===== src/rtl/module_rgb_scheduler.sv =====
// Round-robin time-sharing of one RGB indicator between N_REQ status sources.
// Each grant holds the LED for a fixed dwell slot, followed by an idle-colour gap.
module module_rgb_scheduler #(
    parameter int N_REQ        = 4,
    parameter int DWELL_CYCLES = 50_000_000,
    parameter int GAP_CYCLES   = 5_000_000
) (
    input  logic                 clk_i,
    input  logic                 rst_i,
    input  logic [N_REQ-1:0]     req_i,
    input  logic [3*N_REQ-1:0]   color_i,
    input  logic [2:0]           idle_color_i,
    output logic [N_REQ-1:0]     gnt_o,
    output logic [2:0]           rgb_sel_o,
    output logic                 busy_o,
    output logic                 slot_done_o
);

    localparam int MAX_CYCLES = (DWELL_CYCLES > GAP_CYCLES) ? DWELL_CYCLES : GAP_CYCLES;
    localparam int CW         = $clog2(MAX_CYCLES + 1);
    localparam int LW         = $clog2(N_REQ);

    localparam logic [CW-1:0] DWELL_LOAD = CW'(DWELL_CYCLES - 1);
    localparam logic [CW-1:0] GAP_LOAD   = CW'(GAP_CYCLES - 1);
    localparam logic [LW-1:0] LAST_RST   = LW'(N_REQ - 1);

    typedef enum logic [1:0] {
        ST_IDLE = 2'd0,
        ST_SHOW = 2'd1,
        ST_GAP  = 2'd2
    } state_t;

    state_t             r_state;
    logic [N_REQ-1:0]   r_gnt;
    logic [LW-1:0]      r_last;
    logic [CW-1:0]      r_cnt;
    logic [2:0]         r_rgb;
    logic               r_slot_done;

    logic [LW-1:0]      w_winner;
    logic               w_any_req;
    logic               w_owner_req;
    logic [2:0]         w_owner_color;

    // Walk from the farthest candidate back to the nearest so the nearest set bit
    // after 'last' is the one that sticks; 'last' itself has lowest priority.
    function automatic logic [LW-1:0] f_next_winner(
        input logic [N_REQ-1:0] req,
        input logic [LW-1:0]    last
    );
        logic [LW-1:0] win;
        logic [LW-1:0] sel;
        int            idx;
        win = last;
        for (int i = N_REQ; i >= 1; i--) begin
            idx = int'(last) + i;
            if (idx >= N_REQ) idx = idx - N_REQ;
            sel = LW'(idx);
            if (req[sel]) win = sel;
        end
        return win;
    endfunction

    function automatic logic [N_REQ-1:0] f_onehot(input logic [LW-1:0] idx);
        logic [N_REQ-1:0] oh;
        oh      = '0;
        oh[idx] = 1'b1;
        return oh;
    endfunction

    always_comb begin
        w_winner    = f_next_winner(req_i, r_last);
        w_any_req   = |req_i;
        w_owner_req = req_i[r_last];
        w_owner_color = '0;
        for (int k = 0; k < N_REQ; k++) begin
            if (LW'(k) == r_last) w_owner_color = color_i[3*k +: 3];
        end
    end

    always_ff @(posedge clk_i or posedge rst_i) begin
        if (rst_i) begin
            r_state     <= ST_IDLE;
            r_gnt       <= '0;
            r_last      <= LAST_RST;
            r_cnt       <= '0;
            r_rgb       <= 3'b000;
            r_slot_done <= 1'b0;
        end else begin
            r_slot_done <= 1'b0;
            case (r_state)
                ST_IDLE: begin
                    r_rgb <= idle_color_i;
                    if (w_any_req) begin
                        r_gnt   <= f_onehot(w_winner);
                        r_last  <= w_winner;
                        r_cnt   <= DWELL_LOAD;
                        r_state <= ST_SHOW;
                    end
                end
                ST_SHOW: begin
                    r_rgb <= w_owner_color;
                    // Expiry and release share one exit, so both together give one pulse.
                    if ((r_cnt == '0) || !w_owner_req) begin
                        r_slot_done <= 1'b1;
                        r_gnt       <= '0;
                        r_cnt       <= GAP_LOAD;
                        r_state     <= ST_GAP;
                    end else begin
                        r_cnt <= r_cnt - 1'b1;
                    end
                end
                ST_GAP: begin
                    r_rgb <= idle_color_i;
                    r_gnt <= '0;
                    if (r_cnt == '0) begin
                        if (w_any_req) begin
                            r_gnt   <= f_onehot(w_winner);
                            r_last  <= w_winner;
                            r_cnt   <= DWELL_LOAD;
                            r_state <= ST_SHOW;
                        end else begin
                            r_state <= ST_IDLE;
                        end
                    end else begin
                        r_cnt <= r_cnt - 1'b1;
                    end
                end
                default: begin
                    r_state <= ST_IDLE;
                    r_gnt   <= '0;
                    r_cnt   <= '0;
                    r_rgb   <= idle_color_i;
                end
            endcase
        end
    end

    assign gnt_o       = r_gnt;
    assign rgb_sel_o   = r_rgb;
    assign busy_o      = (r_state != ST_IDLE);
    assign slot_done_o = r_slot_done;

endmodule


===== config.mk =====
export PLATFORM = sky130hd
export DESIGN_NAME = module_rgb_scheduler
export DESIGN_NICKNAME = d
export VERILOG_FILES = /design/src/rtl/module_rgb_scheduler.sv
export SDC_FILE = /design/constraint.sdc
export NUM_CORES = 1
export LEC_CHECK = 0
export CELL_PAD_IN_SITES_DETAIL_PLACEMENT = 1
export CELL_PAD_IN_SITES_GLOBAL_PLACEMENT = 2
export CORE_MARGIN = 1.5
export CORE_UTILIZATION = 34
export DETAILED_ROUTE_END_ITERATION = 12
export GPL_ROUTABILITY_DRIVEN = 0
export PLACE_DENSITY = 0.85
export SLEW_MARGIN = 30
export SYNTH_ARGS = -nofsm -noshare
export SYNTH_HDL_FRONTEND = slang
export SYNTH_SLANG_ARGS = --single-unit

===== constraint.sdc =====
create_clock -name clk_i -period 3 [get_ports clk_i]
set_input_delay 0.75 -clock clk_i [delete_from_list [all_inputs] [get_ports clk_i]]
set_output_delay 0.75 -clock clk_i [all_outputs]
set_load 0.02 [all_outputs]

Word-level counts from Yosys, hierarchy flattened
Index checks and enable logic that the tools add are counted.
- add/sub/neg operators: 9
- magnitude comparators: 11
- eq/ne operators: 8
- multiplexer cells: 44
- reductions and logical operators: 12
- operators with widths (cell ; number):
    $mux 26 ; 3
    $pmux 26 s3 ; 1
    $logic_not 26->1 ; 1
    $mux 2 ; 13
    $sub 26x1->26 const B ; 1
    $lt 2x3->1 const B ; 6
    $mux 4 ; 4
    $mux 3 ; 5
    $pmux 4 s3 ; 1
    $bmux 1 s2 ; 5
    $ge 3x3->1 const B ; 3
    $mux 1 ; 9
    $sub 2x1->2 const B ; 4
    $add 2x2->3 const B ; 2
    $ne 2x2->1 const B ; 3
    $pmux 2 s3 ; 1
    $add 2x3->4 const B ; 1
    $eq 2x2->1 const A ; 2
    $ge 4x3->1 const B ; 1
    $logic_not 2->1 ; 2
    $pmux 2 s2 ; 1
    $reduce_and 2->1 ; 2
    $reduce_bool 2->1 ; 2
    $reduce_or 4->1 ; 1
    10 further kinds ; 10
- register bits: 38
- input port bits: 21
- output and inout port bits: 9
- logic and storage cells: 90

Logic depth before layout (Yosys ltp)
- depth in word-level cells: 16
- mapped depth: 10
- mapped depth without buffers: 9

Worst setup path before layout
No wires, ideal clock.
- kind: reg-to-reg
- from: reg r_last[0]
- to: reg r_gnt[2] (netlist: gnt_o[2])
- library setup time: 0.121 ns
- data arrival time: 2.516 ns
- data required time: 2.879 ns
- slack: 0.363 ns
- stages on the path, launching flop included: 11
- buffers on the path: 2
- cell sequence: dfstp_2 > clkbuf_1 > inv_1 > ha_1 > clkbuf_1 > mux2_2 > a22oi_1 > a221o_1 > o21ai_0 > nor2_2 > a22o_1
- word-level cells in the longest chain between the ends: 16
- elaborated cells between the ends (all ways): 43
- classes of those cells: 8 x add/sub; 6 x order compare; 1 x eq/ne; 24 x mux; 4 x reduce/logical
- RTL lines (what ; line ; text):
    start, declared ; 35 ; logic [LW-1:0] r_last;
    start signal, assigned ; 96 ; r_last <= w_winner;
    start signal, assigned ; 119 ; r_last <= w_winner;
    $add 2x3->4 ; 56 ; idx = int'(last) + i;
    $ge 4x3->1 or $sub 2x1->2 (tied branches) ; 57 ; if (idx >= N_REQ) idx = idx - N_REQ;
    $mux 2 ; 57 ;
    $bmux 1 s2 ; 59 ; if (req[sel]) win = sel;
    $mux 1 (implied by the code) ; 59 ;
    $mux 2 (4 in series) ; 59 ;
    $lt 2x3->1 (implied by the code) or $ge 2x1->1 (tied branches) ; 67 ; oh[idx] = 1'b1;
    $logic_and 1x1->1 (implied by the code) ; 67 ;
    $mux 1 (implied by the code) ; 67 ;
    $demux 1 s2 ; 67 ;
    $mux 4 ; 117 ; if (w_any_req) begin
    $mux 4 ; 116 ; if (r_cnt == '0) begin
    $pmux 4 s3 ; 91 ; case (r_state)
    end signal, assigned ; 95 ; r_gnt <= f_onehot(w_winner);
    end signal, assigned ; 118 ; r_gnt <= f_onehot(w_winner);
    end, declared ; 34 ; logic [N_REQ-1:0] r_gnt;
Parallel ways exist; a longest one is shown, timed or not. The select of a mux whose other input is x is not followed.
A chain may end at the register's enable or synchronous reset.

Final worst setup path
- from: reg r_cnt[17]
- to: reg r_cnt[5]
- word-level cells in the longest chain between the ends: 4
- elaborated cells between the ends (all ways): 5
- classes of those cells: 3 x mux; 2 x reduce/logical
- RTL lines (what ; line ; text):
    start, declared ; 36 ; logic [CW-1:0] r_cnt;
    start signal, assigned ; 110 ; r_cnt <= r_cnt - 1'b1;
    start signal, assigned ; 126 ; r_cnt <= r_cnt - 1'b1;
    $logic_not 26->1 (*) ; 104, 116 ;
    $logic_or 1x1->1 ; 104 ; if ((r_cnt == '0) || !w_owner_req) begin
    $mux 26 ; 104 ;
    $pmux 26 s3 (*) ; 91 ;
Every way passes the cells marked *; elsewhere a longest branch is shown, timed or not.

==> metrics <==
Leakage Power roughly 1.2 nW; total of max-cap violations 0; first-pass GRT wire length around 12,000 µm; via total after detailed routing roughly 2,400; final cycle utilization of the critical path between 80% and 90%; type of the tightest min-delay check reg -> reg; Critical Path Sink Type register; clock tree from TritonCTS done; detailed-routing iteration count for the pre-antenna-repair pass 4; Final Power between 3 and 4 mW; number of ports placed on the die boundary 30; clk buf depth 2; startpoint class of the critical path register; antenna violations before repair 0; most common cell after layout, fill and taps aside dfrtp_1; die area slightly below 8000 µm²; Hold Path Depth 1; via count of the first global-routing pass about 2,500; number of design rule violations left after detail routing 0; outcome complete, no violations; net count of the mapped netlist 320; Warnings, synthesis 0; dominant synthesized flop cell dfrtp_1; Power Dens Cells just over 1000 nW/µm²; Peak Freq ~0.40 GHz; post_cts resized 0; WP data arrival approximately 2.7 ns; number of flops mapped to enable cells by yosys 0; CTS Buf Count 5; CTS Sinks 38; RSZ-0062 raised after global routing no; max-slew violation count 0; global route total overflow 0; Final setup viols 0; slew margin rel. approximately 56%; sequential fraction of the synthesis area a little under two fifths; post-CTS setup-driven buffer insertion count 0; layout overhead on the synthesized area 22.7%; most frequent cells in the layout dfrtp_1 (36), clkdlybuf4s50_1 (29), nor2_1 (27); final routed wire length divided by cell count ~17 µm; I/O Buffers 29; H-tree depth 2; # rows 31; number of hold-repair buffers added at the cts stage 0; final antenna diode count 0; area of the mapped netlist 2500 µm²; detailed placer's ending HPWL 5570 µm; Clock transition at path regs 0.08 ns; clock tree skew after final layout approximately 0.0097 ns; logic depth of the worst register-to-register path 6; mean instance size in the synthesized netlist between 8 and 9 µm²; Initial Utilization about a third; number of design-rule violations left by the first detailed-router iteration approximately 120; GRT Resource Usage Total approximately a fifth; Post-layout nets around 360; fraction of final layout cells sized beyond drive strength 1 11.2%; data required time at the worst endpoint about 3.2 ns; post-detailed-route count of antenna-violating nets 0; Setup TNS 0 ns; CTS Root Buffer Type clkbuf_8; number of different library cells in the post-synthesis netlist just under 60; horizontal extent of the die ~89 µm; area of the core region 7180 µm²; number of instances in the synthesized netlist about 300; async set or reset register ratio after synthesis 100%; Worst Setup Path Type reg -> reg; wirelength, routed roughly 7500 µm; maximum net fanout on the critical path 11; Die Span Y between 80 and 90 µm; final hold violation count 0; largest net degree at the start of global routing 39; register bit total from synthesis 38; highest ir drop seen on vdd about 0.44 mV; Skew-Pair Late Insertion Delay about 0.3 ns; Worst Max-Slew Pin Slew between 0.6 and 0.7 ns; clock period minus worst slack 2.51 ns; routed vias/inst ~5.7
-- layer usage --
layer  track usage, %  routed length, µm  vias up
met2             33.5               3670       39
met5                0                  0        -
met1             27.5               3510     1217
li1                 -                  -     1171
met3             3.73                236       10
met4             5.26                 76        0
-- registers in the layout, indices dropped and copies added, names as in the netlist --
| signal | flops |
|---|---|
| r_cnt | 26 |
| gnt_o | 4 |
| rgb_sel_o | 3 |
| r_last | 2 |
| r_state | 2 |
| slot_done_o | 1 |
-- synthesized netlist by cell type (all sizes together), types with 2 or more instances --
| cell type | n | area share (%) |
|---|---|---|
| nand4 | 6 | 1.5 |
| o2bb2ai | 2 | 0.70 |
| dfstp | 2 | 2.1 |
| a21oi | 24 | 4.8 |
| mux2 | 3 | 1.4 |
| nor4 | 7 | 3.0 |
| and2 | 2 | 0.50 |
| mux2i | 2 | 0.80 |
| nand3 | 14 | 3.0 |
| nand2b | 7 | 1.8 |
| a22oi | 2 | 0.60 |
| nor2 | 28 | 4.3 |
| ha | 6 | 3.0 |
| a21o | 4 | 1.2 |
| nand3b | 2 | 0.60 |
| dfrtp | 36 | 36 |
| a22o | 2 | 0.70 |
| nor2b | 7 | 1.8 |
| o21ai | 28 | 5.6 |
| nor3 | 13 | 2.8 |
| or3 | 3 | 0.95 |
| a31oi | 4 | 1.0 |
| o211ai | 7 | 2.1 |
| inv | 11 | 1.7 |
| buf | 4 | 1.1 |
| o311ai | 9 | 3.2 |
| nand2 | 26 | 3.9 |
| o31ai | 3 | 0.90 |
| clkbuf | 9 | 1.4 |
| a221oi | 2 | 0.70 |
-- kinds of logic after synthesis --
logic type      count (synthesis)  synth area share, %
buf+inv                        24                 4.11
flops                          38                 38.2
simple gates                  120                 25.8
fa+ha+maj                       7                 3.41
mux                             6                 3.06
compound gates                 98                 25.4
-- critical path: stages (launching register included) --
cell and delay (ns):
dfrtp_1 0.47, nor4_4 0.53, nand4b_2 0.25, or3_4 0.46, nand3_1 0.16, o211ai_1 0.27, o311ai_0 0.21
-- per-stage QoR --
step	std cells	cell area, µm²	utilization, %	hold slack (ns)	worst slack (ns)
final	430	3060	42.7	0.496	0.492
after detailed placement	422	2970	41.4	0.481	0.297
after global routing	430	3060	42.7	0.524	0.339
after global placement	422	2970	41.4	0.475	0.378
after CTS	430	3060	42.7	0.501	0.540
after floorplan	293	2500	-	0.459	0.363
-- final cells by class --
cell class              count  area [µm²]
multi-input cells         231        1450
flip-flops and latches     38         953
fillers                   849        4110
clock buffers               8        90.1
well taps                  99         124
inverters                  11        41.3
repair buffers             43         408
-- final timing paths --
kind	slack, ns	start	endpoint
max in group asynchronous	1.75	rst_i	r_last[1]
setup / recovery	0.49	r_cnt[17]	r_cnt[5]
hold reg to reg	0.50	gnt_o[1]	gnt_o[1]
hold / removal	0.50	gnt_o[1]	gnt_o[1]
min in group asynchronous	0.88	rst_i	rgb_sel_o[0]
setup reg to reg	0.49	r_cnt[17]	r_cnt[5]
-- power breakdown --
part / total [mW] / internal (mW) / switching (mW)
logic: 1.83 / 0.771 / 1.06
registers: 0.955 / 0.736 / 0.219
clock network: 0.378 / 0.188 / 0.190
total: 3.16 / 1.69 / 1.47
Power figures use the tool's default switching activity.
